### src/rtl/sev_seg_pkg.sv
// Shared types and segment table for the seven-segment scan driver.
// Segment bit order is {g,f,e,d,c,b,a}; all values here are active-high.
package sev_seg_pkg;

    typedef logic [6:0] seg7_t;

    localparam seg7_t SEG_BLANK = 7'h00;

    // 0-9 standard glyphs, 10-15 render A,b,C,d,E,F.
    localparam seg7_t HEX_SEG_TABLE [0:15] = '{
        7'h3F, 7'h06, 7'h5B, 7'h4F,
        7'h66, 7'h6D, 7'h7D, 7'h07,
        7'h7F, 7'h6F, 7'h77, 7'h7C,
        7'h39, 7'h5E, 7'h79, 7'h71
    };

endpackage

### src/rtl/sev_seg_decoder.sv
// Combinational hex digit to active-high segment decoder.
// Ports: value (4-bit digit), blank (force unlit), seg (segments {g..a}).
module sev_seg_decoder
    import sev_seg_pkg::*;
(
    input  logic [3:0] value,
    input  logic       blank,
    output seg7_t      seg
);

    assign seg = blank ? SEG_BLANK : HEX_SEG_TABLE[value];

endmodule

### src/rtl/sev_seg_scan_driver.sv
// Self-timed multiplexed N-digit seven-segment driver with per-frame snapshot.
// Ports: clk, rst (async high), en, blank_lz, digits_in, dp_in in;
//        an_out, seg_out, dp_out, digit_idx, frame_start out (registered).
module sev_seg_scan_driver
    import sev_seg_pkg::*;
#(
    parameter int  NUM_DIGITS     = 8,
    parameter int  TICK_DIV       = 100000,
    parameter bit  AN_ACTIVE_LOW  = 1'b1,
    parameter bit  SEG_ACTIVE_LOW = 1'b1,
    localparam int IDX_W          = $clog2(NUM_DIGITS)
) (
    input  logic                    clk,
    input  logic                    rst,
    input  logic                    en,
    input  logic                    blank_lz,
    input  logic [4*NUM_DIGITS-1:0] digits_in,
    input  logic [NUM_DIGITS-1:0]   dp_in,
    output logic [NUM_DIGITS-1:0]   an_out,
    output logic [6:0]              seg_out,
    output logic                    dp_out,
    output logic [IDX_W-1:0]        digit_idx,
    output logic                    frame_start
);

    localparam int PRESC_W = $clog2(TICK_DIV);
    localparam logic [PRESC_W-1:0] LAST_P = PRESC_W'(TICK_DIV - 1);
    localparam logic [IDX_W-1:0]   LAST_I = IDX_W'(NUM_DIGITS - 1);

    // XOR masks that convert active-high values to pin polarity;
    // they also equal the "inactive/unlit" pin levels.
    localparam logic [NUM_DIGITS-1:0] AN_OFF  = {NUM_DIGITS{AN_ACTIVE_LOW}};
    localparam seg7_t                 SEG_OFF = {7{SEG_ACTIVE_LOW}};
    localparam logic                  DP_OFF  = SEG_ACTIVE_LOW;

    localparam logic [NUM_DIGITS-1:0] ONE_HOT0 = NUM_DIGITS'(1);

    logic [PRESC_W-1:0]      presc_q, presc_d;
    logic [IDX_W-1:0]        idx_q, idx_d;
    logic [4*NUM_DIGITS-1:0] snap_q, snap_d;
    logic [NUM_DIGITS-1:0]   sdp_q, sdp_d;
    logic [NUM_DIGITS-1:0]   an_q, an_d;
    seg7_t                   seg_q, seg_d;
    logic                    dp_q, dp_d;
    logic                    fs_q, fs_d;

    logic                  tick;
    logic                  wrap;
    logic [NUM_DIGITS-1:0] lz_mask;
    logic [3:0]            cur_val;
    logic                  cur_blank;
    seg7_t                 cur_seg;

    // Counters and snapshot. snap_d already carries the freshly
    // sampled inputs on a wrap, so digit 0 of a new frame bypasses
    // the stale snapshot.
    always_comb begin
        tick    = en && (presc_q == LAST_P);
        wrap    = (idx_q == LAST_I);
        presc_d = presc_q;
        idx_d   = idx_q;
        snap_d  = snap_q;
        sdp_d   = sdp_q;
        if (tick) begin
            presc_d = '0;
            idx_d   = wrap ? '0 : idx_q + 1'b1;
            if (wrap) begin
                snap_d = digits_in;
                sdp_d  = dp_in;
            end
        end else if (en) begin
            presc_d = presc_q + 1'b1;
        end
    end

    // lz_mask[i]: digit i and every higher digit are zero.
    always_comb begin
        lz_mask = '0;
        lz_mask[NUM_DIGITS-1] = (snap_d[4*NUM_DIGITS-1 -: 4] == 4'h0);
        for (int i = NUM_DIGITS - 2; i >= 0; i--) begin
            lz_mask[i] = lz_mask[i+1] && (snap_d[4*i +: 4] == 4'h0);
        end
    end

    always_comb begin
        cur_val   = snap_d[4*idx_d +: 4];
        cur_blank = blank_lz && lz_mask[idx_d] && (idx_d != '0);
    end

    sev_seg_decoder u_dec (
        .value (cur_val),
        .blank (cur_blank),
        .seg   (cur_seg)
    );

    // Pins change only on a tick (or go dark when disabled).
    always_comb begin
        an_d  = an_q;
        seg_d = seg_q;
        dp_d  = dp_q;
        fs_d  = 1'b0;
        if (!en) begin
            an_d  = AN_OFF;
            seg_d = SEG_OFF;
            dp_d  = DP_OFF;
        end else if (tick) begin
            an_d  = (ONE_HOT0 << idx_d) ^ AN_OFF;
            seg_d = cur_seg ^ SEG_OFF;
            dp_d  = sdp_d[idx_d] ^ DP_OFF;
            fs_d  = wrap;
        end
    end

    always_ff @(posedge clk or posedge rst) begin
        if (rst) begin
            presc_q <= '0;
            idx_q   <= LAST_I;
            snap_q  <= '0;
            sdp_q   <= '0;
            an_q    <= AN_OFF;
            seg_q   <= SEG_OFF;
            dp_q    <= DP_OFF;
            fs_q    <= 1'b0;
        end else begin
            presc_q <= presc_d;
            idx_q   <= idx_d;
            snap_q  <= snap_d;
            sdp_q   <= sdp_d;
            an_q    <= an_d;
            seg_q   <= seg_d;
            dp_q    <= dp_d;
            fs_q    <= fs_d;
        end
    end

    assign an_out      = an_q;
    assign seg_out     = seg_q;
    assign dp_out      = dp_q;
    assign digit_idx   = idx_q;
    assign frame_start = fs_q;

endmodule

### config.mk
export PLATFORM = sky130hd
export DESIGN_NAME = sev_seg_scan_driver
export DESIGN_NICKNAME = d
export VERILOG_FILES = /design/src/rtl/sev_seg_pkg.sv /design/src/rtl/sev_seg_decoder.sv /design/src/rtl/sev_seg_scan_driver.sv
export SDC_FILE = /design/constraint.sdc
export NUM_CORES = 1
export LEC_CHECK = 0
export CAP_MARGIN = 40
export CORE_UTILIZATION = 30
export CTS_BUF_LIST = sky130_fd_sc_hd__clkbuf_4
export CTS_CLUSTER_SIZE = 16
export DETAILED_ROUTE_END_ITERATION = 10
export GPL_TIMING_DRIVEN = 0
export HOLD_SLACK_MARGIN = 0.03
export SETUP_SLACK_MARGIN = 0.15
export SLEW_MARGIN = 15
export SYNTH_ARGS = -nofsm -noshare
export SYNTH_HDL_FRONTEND = slang
export SYNTH_HIERARCHICAL = 1
export SYNTH_SLANG_ARGS = --single-unit
### constraint.sdc
create_clock -name clk -period 3.6 [get_ports clk]
set_input_delay 0.9 -clock clk [delete_from_list [all_inputs] [get_ports clk]]
set_output_delay 0.9 -clock clk [all_outputs]
set_load 0.01 [all_outputs]
After elaboration in Yosys (flattened, before gate mapping)
Memories as Yosys holds them, arrays and structs flattened.
Cells that the tools add are included.
Cells by class
  magnitude comparators: 2
  reductions and logical operators: 20
  shift-type cells: 2
  mux-type cells: 23
  equality and inequality tests: 3
  bitwise gates (word level): 4
  $add $sub $neg: 2
Operator list (count)
  $mux W32: 2
  $mux W7: 5
  $mux W17: 2
  $logic_not A4 Y1: 8
  $mux W8: 4
  $shiftx A32 B6 Y4: 1
  $add A17 B1 Y17 const B: 1
  $eq A17 B17 Y1 const B: 1
  $logic_and A1 B1 Y1: 10
  $not A8 Y8: 1
  $shl A1 B3 Y8 const A: 1
  $not A7 Y7: 1
  $bmux W1 S3: 2
  $mux W1: 6
  $mux W3: 2
  $ge A5 B5 Y1 const B: 1
  $not A4 Y5: 1
  $lt A3 B4 Y1 const B: 1
  $add A3 B1 Y3 const B: 1
  $eq A3 B3 Y1 const B: 1
  $reduce_bool A3 Y1: 1
  $ne A2 B1 Y1 const B: 1
  $reduce_bool A2 Y1: 1
  $not A1 Y1: 1
Storage, ports and cells
  input bits: 44
  ROM bits: 112
  memories: 1
  register bits: 77
Memories
  (no name shown): words 16, width 7, rd ports 1, clocked after memory_dff 0, write ports 0, RTL line sev_seg_decoder.sv:11  | assign seg = blank ? SEG_BLANK : HEX_SEG_TABLE[value];

Depth between registers and ports, before layout
  depth after elaboration: 19
  mapped depth: 17
  gate-level depth less buffers: 15

Cells and area by module
The synthesis kept the hierarchy.
By module, submodules not included
  sev_seg_scan_driver: instances 1, seq. area each 1950.6 µm², area each 3844.9 µm², cells each 327
  sev_seg_decoder: instances 1, seq. area each 0.0 µm², area each 269.0 µm², cells each 33

Worst setup path after synthesis
Ideal clock, no wire load.
  path type: reg-to-reg
  from: reg presc_q[8]
  to: reg seg_q[3], in the netlist seg_out[3]
  library setup time: 0.100 ns
  arrival: 3.721 ns
  period minus slack after synthesis: 3.822 ns
  slack: -0.222 ns
  buffers on the path: 2
  stages on the path, launching flop included: 17
  cell sequence: dfrtp_1 > or4b_4 > nor4_4 > and3_1 > buf_4 > mux2i_2 > inv_2 > buf_6 > mux2_1 > mux2i_1 > mux2i_1 > inv_1 > ha_1 > inv_1 > mux4_1 > nor2_1 > o211ai_1
Between the ends
  elaborated cells between the ends (all ways): 34
RTL lines
  from (decl): RTL line sev_seg_scan_driver.sv:38  | logic [PRESC_W-1:0] presc_q, presc_d;
  from (signal assigned): RTL line sev_seg_scan_driver.sv:125  | presc_q <= presc_d;
  $eq A17 B17 Y1 *: RTL line sev_seg_scan_driver.sv:58  | tick = en && (presc_q == LAST_P);
  $logic_and A1 B1 Y1 *: RTL line sev_seg_scan_driver.sv:58
  $mux W32 or $mux W3 (tied branches): RTL line sev_seg_scan_driver.sv:64  | if (tick) begin
  $shiftx A32 B6 Y4 *: RTL line sev_seg_scan_driver.sv:86  | cur_val = snap_d[4*idx_d +: 4];
  named net cur_val[0]: RTL line sev_seg_scan_driver.sv:50  | logic [3:0] cur_val;
  $not A4 Y5 (not written as such) *: RTL line sev_seg_decoder.sv:11
  $mem_v2 Z16 W7 *
  $mux W7 (not written as such) * (2 in series): RTL line sev_seg_decoder.sv:11
  $mux W7 *: RTL line sev_seg_decoder.sv:11
  named net cur_seg[3]: RTL line sev_seg_scan_driver.sv:52  | seg7_t cur_seg;
  $not A7 Y7 (no source line) *
  $mux W7 *: RTL line sev_seg_scan_driver.sv:106  | end else if (tick) begin
  $mux W7 *: RTL line sev_seg_scan_driver.sv:102  | if (!en) begin
  to (signal assigned): RTL line sev_seg_scan_driver.sv:130  | seg_q <= seg_d;
  to (decl): RTL line sev_seg_scan_driver.sv:43  | seg7_t seg_q, seg_d;
The timed path passes the listed nets; every way through them passes the cells marked *. The select of a mux whose other input is x is not followed.
A chain may end at the register's enable or synchronous reset.

Worst setup path in the final report
  from: reg presc_q[8]
  to: reg seg_q[3], in the netlist seg_out[3]
Between the ends
  elaborated cells between the ends (all ways): 34
RTL lines
  $eq A17 B17 Y1: RTL line sev_seg_scan_driver.sv:58
  $logic_and A1 B1 Y1: RTL line sev_seg_scan_driver.sv:58
  $mux W32: RTL line sev_seg_scan_driver.sv:64
  named net snap_d[0]: RTL line sev_seg_scan_driver.sv:40  | logic [4*NUM_DIGITS-1:0] snap_q, snap_d;
  $shiftx A32 B6 Y4: RTL line sev_seg_scan_driver.sv:86
  named net cur_val[0]: RTL line sev_seg_scan_driver.sv:50
  $not A4 Y5 (not written as such): RTL line sev_seg_decoder.sv:11
  $mem_v2 Z16 W7
  $mux W7 (not written as such) (2 in series): RTL line sev_seg_decoder.sv:11
  $mux W7: RTL line sev_seg_decoder.sv:11
  named net cur_seg[3]: RTL line sev_seg_scan_driver.sv:52
  $not A7 Y7 (no source line)
  $mux W7: RTL line sev_seg_scan_driver.sv:106
  $mux W7: RTL line sev_seg_scan_driver.sv:102
The timed path passes the listed nets, and every way through them passes these cells. The select of a mux whose other input is x is not followed.

==> results.toml <==
[status]
status = "finished, violations left"
failed_checks = "negative setup slack"

[layout]
final-seq-area_um2 = 1950
final_design_area_no_fill_um2 = 5820
layout.filler_cells = 1228
nets = 530
layout-drive-gt1-share_pct = 37.1
stdcell_count = 658
multi_input_area_um2 = 2290
syn2layout_area_growth_pct = 41.5
num_antenna_cells = 0

[min_path]
timing.hold.worst_path_depth = 2
timing.hold.worst_endpoint = "sdp_q[4]"
hold_path_startpoint = "sdp_q[4]"
holdCritPathClass = "register to register"

[worst_setup_path]
timing.critical_path.from_type = "register"
r2r-start = "presc_q[8]"
crit_arrival_ns = 4.15
worst-setup-path-type = "register to register"
timing.reg2reg.setup_slack_ns = -0.20
r2r_cells = 16
r2r-end = "seg_out[3]"
crit_path_end_kind = "register"
path_max_fanout = 5
worst_ep_required_ns = 3.95

[logic_synthesis]
yosys_warnings = 6
synthCells = 360
xor_xnor_cell_area_share_of_the_yosys_netlist_pct = 3.19
synthSimpleGateAreaFrac_pct = 14.1
postSynth.asyncResetShare_pct = 100
synth_nets = 413
synth.mux.area_fraction_pct = 22.3
compound_gate_fraction_of_synth_area_pct = 6.27
combinational_family_with_the_most_area_after_synthesis = "multiplexers"
post_synth_fa_ha_maj_area_fraction_pct = 2.74
ffs_latches_synth = 77
synth_sequential_area_ratio_pct = 47.4
netlist_area_um2 = 4110
synth_area_per_cell_um2 = 11.4
synth_flop_cell = "sky130_fd_sc_hd__dfrtp_1"
synthDistinctLibCells = 50
synth_edf_count = 0

[route]
dr_total_vias = 3206
drt-pass1-iter-count = 4
avgRoutedWirePerCell_um = 16.4
drtIter0Drc = 177
drt_drc_violations_left = 0
detail_route.vias_per_cell = 4.87
drtAntennaViolNets = 0
wl_final_um = 10800

[placement]
final_hpwl_from_detailed_placement_um = 7450
port-buffer-count = 63
placed_cell_area_um2 = 5040
routabilityCongestion = 0.811
dpl.cell_count = 600

[sta]
slew_headroom_pct = 59.0
fmax_mhz = 263
setup_violations = 7
clock-skew-final_ns = 0.0202
period_minus_slack_ns = 3.80
layout_worst_path_cycle_share_pct = 106
setup_repair_after_global_routing_missed_its_margin = "true"
slew_viol_final = 0
setup_slack_ns = -0.199
timing_hold_violations_final = 0
holdWs_ns = 0.487
worst-slew-pin-transition_ns = 0.609

[power]
cellLeakagePower_nw = 2.53
highest_ir_drop_seen_on_vdd_mv = 0.110
power_density_nw_per_um2 = 273

[grt]
grt_overflow = 0
pin_count_of_the_biggest_net_entering_global_routing = 46
grt_pass1_vias = 3501
wire_length_of_the_first_global_routing_pass_um = 17800
gr-usage-all-layers_pct = 16.3
grt_antenna_before_repair = 0

[clock_tree]
cts_max_level = 3
worst_setup_hold_path_clk_slew_ns = 0.13
cts_max_path_buffers = 2
count_of_hold_fix_buffers_inserted_at_cts = 0
clock-sinks = 77
clk_root_buffer_cell = "sky130_fd_sc_hd__clkbuf_4"
cts_buffers = 9
cts_tree = "built"
clkLatencyLatePin_ns = 0.46

[floorplanning]
floorplan.initialDensity_pct = 30.9
die_y_um = 119
die-area_um2 = 14200
rows = 42
coreArea_um2 = 13300
die_width_um = 119
pin_count = 64

[job]
max_cap_violations = 0
==> synthesized netlist by cell type, types with 2 or more instances <==
cell type / count / area share, %
sky130_fd_sc_hd__a211oi_1: 3 / 0.55
sky130_fd_sc_hd__a21oi_1: 2 / 0.24
sky130_fd_sc_hd__a221oi_1: 2 / 0.43
sky130_fd_sc_hd__a311oi_1: 2 / 0.43
sky130_fd_sc_hd__and2_1: 2 / 0.30
sky130_fd_sc_hd__and3_1: 4 / 0.61
sky130_fd_sc_hd__and4_1: 4 / 0.85
sky130_fd_sc_hd__buf_2: 2 / 0.24
sky130_fd_sc_hd__buf_4: 4 / 0.73
sky130_fd_sc_hd__buf_6: 4 / 1.1
sky130_fd_sc_hd__clkbuf_1: 8 / 0.73
sky130_fd_sc_hd__dfrtp_1: 58 / 35
sky130_fd_sc_hd__dfstp_2: 19 / 12
sky130_fd_sc_hd__ha_1: 9 / 2.7
sky130_fd_sc_hd__inv_1: 7 / 0.64
sky130_fd_sc_hd__mux2_1: 17 / 4.7
sky130_fd_sc_hd__mux2_2: 41 / 11
sky130_fd_sc_hd__mux2i_1: 20 / 4.9
sky130_fd_sc_hd__nand2_1: 36 / 3.3
sky130_fd_sc_hd__nand3_1: 10 / 1.2
sky130_fd_sc_hd__nand4_1: 6 / 0.91
sky130_fd_sc_hd__nor2_1: 24 / 2.2
sky130_fd_sc_hd__nor3_1: 9 / 1.1
sky130_fd_sc_hd__nor4_1: 11 / 1.7
sky130_fd_sc_hd__o211ai_1: 7 / 1.3
sky130_fd_sc_hd__o21ai_0: 11 / 1.3
sky130_fd_sc_hd__or4_1: 2 / 0.36
sky130_fd_sc_hd__xnor2_1: 8 / 1.7
sky130_fd_sc_hd__xor2_1: 7 / 1.5
==> where the power goes <==
part | total, mW | internal (mW) | switching (mW)
clock | 0.534 | 0.224 | 0.310
combinational | 0.126 | 0.0715 | 0.0545
sequential | 0.927 | 0.892 | 0.0346
==> stage by stage <==
| step | power [mW] | worst slack, ns | utilization [%] | setup TNS (ns) |
|---|---|---|---|---|
| global placement | 1.06 | -0.849 | 37.7 | -35.42 |
| CTS | 1.61 | -0.331 | 42.3 | -1.32 |
| floorplan | 0.990 | -0.0811 | - | -0.0811 |
| global route | 1.66 | -0.347 | 43.8 | -1.86 |
| finish | 1.59 | -0.199 | 43.8 | -0.627 |
| detailed placement | 1.07 | -0.850 | 37.9 | -4.31 |
==> worst max-delay path: stages (launching register included) <==
cell	delay (ns)
sky130_fd_sc_hd__dfrtp_1	0.40
sky130_fd_sc_hd__or4b_4	0.55
sky130_fd_sc_hd__nor4_4	0.17
sky130_fd_sc_hd__buf_4	0.17
sky130_fd_sc_hd__and4_1	0.19
sky130_fd_sc_hd__buf_6	0.15
sky130_fd_sc_hd__buf_6	0.12
sky130_fd_sc_hd__buf_8	0.09
sky130_fd_sc_hd__mux2_4	0.29
sky130_fd_sc_hd__mux2_4	0.29
sky130_fd_sc_hd__mux2i_4	0.17
sky130_fd_sc_hd__mux2i_4	0.11
sky130_fd_sc_hd__buf_12	0.14
sky130_fd_sc_hd__ha_4	0.16
sky130_fd_sc_hd__mux4_2	0.48
sky130_fd_sc_hd__nor2_2	0.10
sky130_fd_sc_hd__o211ai_1	0.09
==> flip-flops by register name (all words and copies together) (netlist names) <==
name	flops
snap_q	32
presc_q	17
an_out	8
sdp_q	8
seg_out	7
digit_idx	3
dp_out	1
frame_start	1
==> timing repair <==
| action | in CTS | in global routing |
|---|---|---|
| pin swaps | 11 | 15 |
| buffers inserted | 33 | 8 |
| endpoints found under the setup margin | 7 | 7 |
| gates cloned | 0 | 1 |
| gates resized for setup | 58 | 23 |
==> worst max-delay path by stage <==
stage	slack, ns	end	from
5_1_grt	-0.35	seg_out[3]	presc_q[12]
6_report	-0.20	seg_out[3]	presc_q[8]
4_1_cts	-0.33	seg_out[3]	presc_q[11]
2_1_floorplan	-0.08	seg_out[3]	presc_q[8]
3_3_place_gp	-0.85	seg_out[3]	en
3_5_place_dp	-0.85	seg_out[3]	en
==> layout by cell type (no fill, tap or decap), types with 16 or more instances in the layout <==
cell type | netlist | layout
sky130_fd_sc_hd__dfrtp_1 | 58 | 58
sky130_fd_sc_hd__mux2_4 | 0 | 27
sky130_fd_sc_hd__clkdlybuf4s50_1 | 0 | 63
sky130_fd_sc_hd__mux2_2 | 41 | 28
sky130_fd_sc_hd__nand2_1 | 36 | 36
sky130_fd_sc_hd__buf_4 | 4 | 32
sky130_fd_sc_hd__buf_6 | 4 | 16
sky130_fd_sc_hd__nor2_1 | 24 | 22
sky130_fd_sc_hd__dfstp_2 | 19 | 19
==> cell families after synthesis <==
family          count (synthesis)
simple gates                  114
mux                            81
flops                          77
compound gates                 36
buf+inv                        28
xor+xnor                       15
fa+ha+maj                       9
==> layout make-up <==
class	instances	area share [%]
repair buffers	106	17.6
flip-flops and latches	77	33.5
well taps	176	3.78
clock inverters	5	0.881
clock buffers	11	1.42
inverters	9	0.645
multi-input cells	255	39.3
plain buffers	19	2.86
==> metal layers <==
layer,vias up,share of wire (%),track usage (%)
li1,1544,-,-
met1,1575,45,20.2
met2,73,50,26.7
met3,14,3.8,4.55
met4,0,2.1,6.49
met5,-,0,0
(Power assumes the default switching activity.)
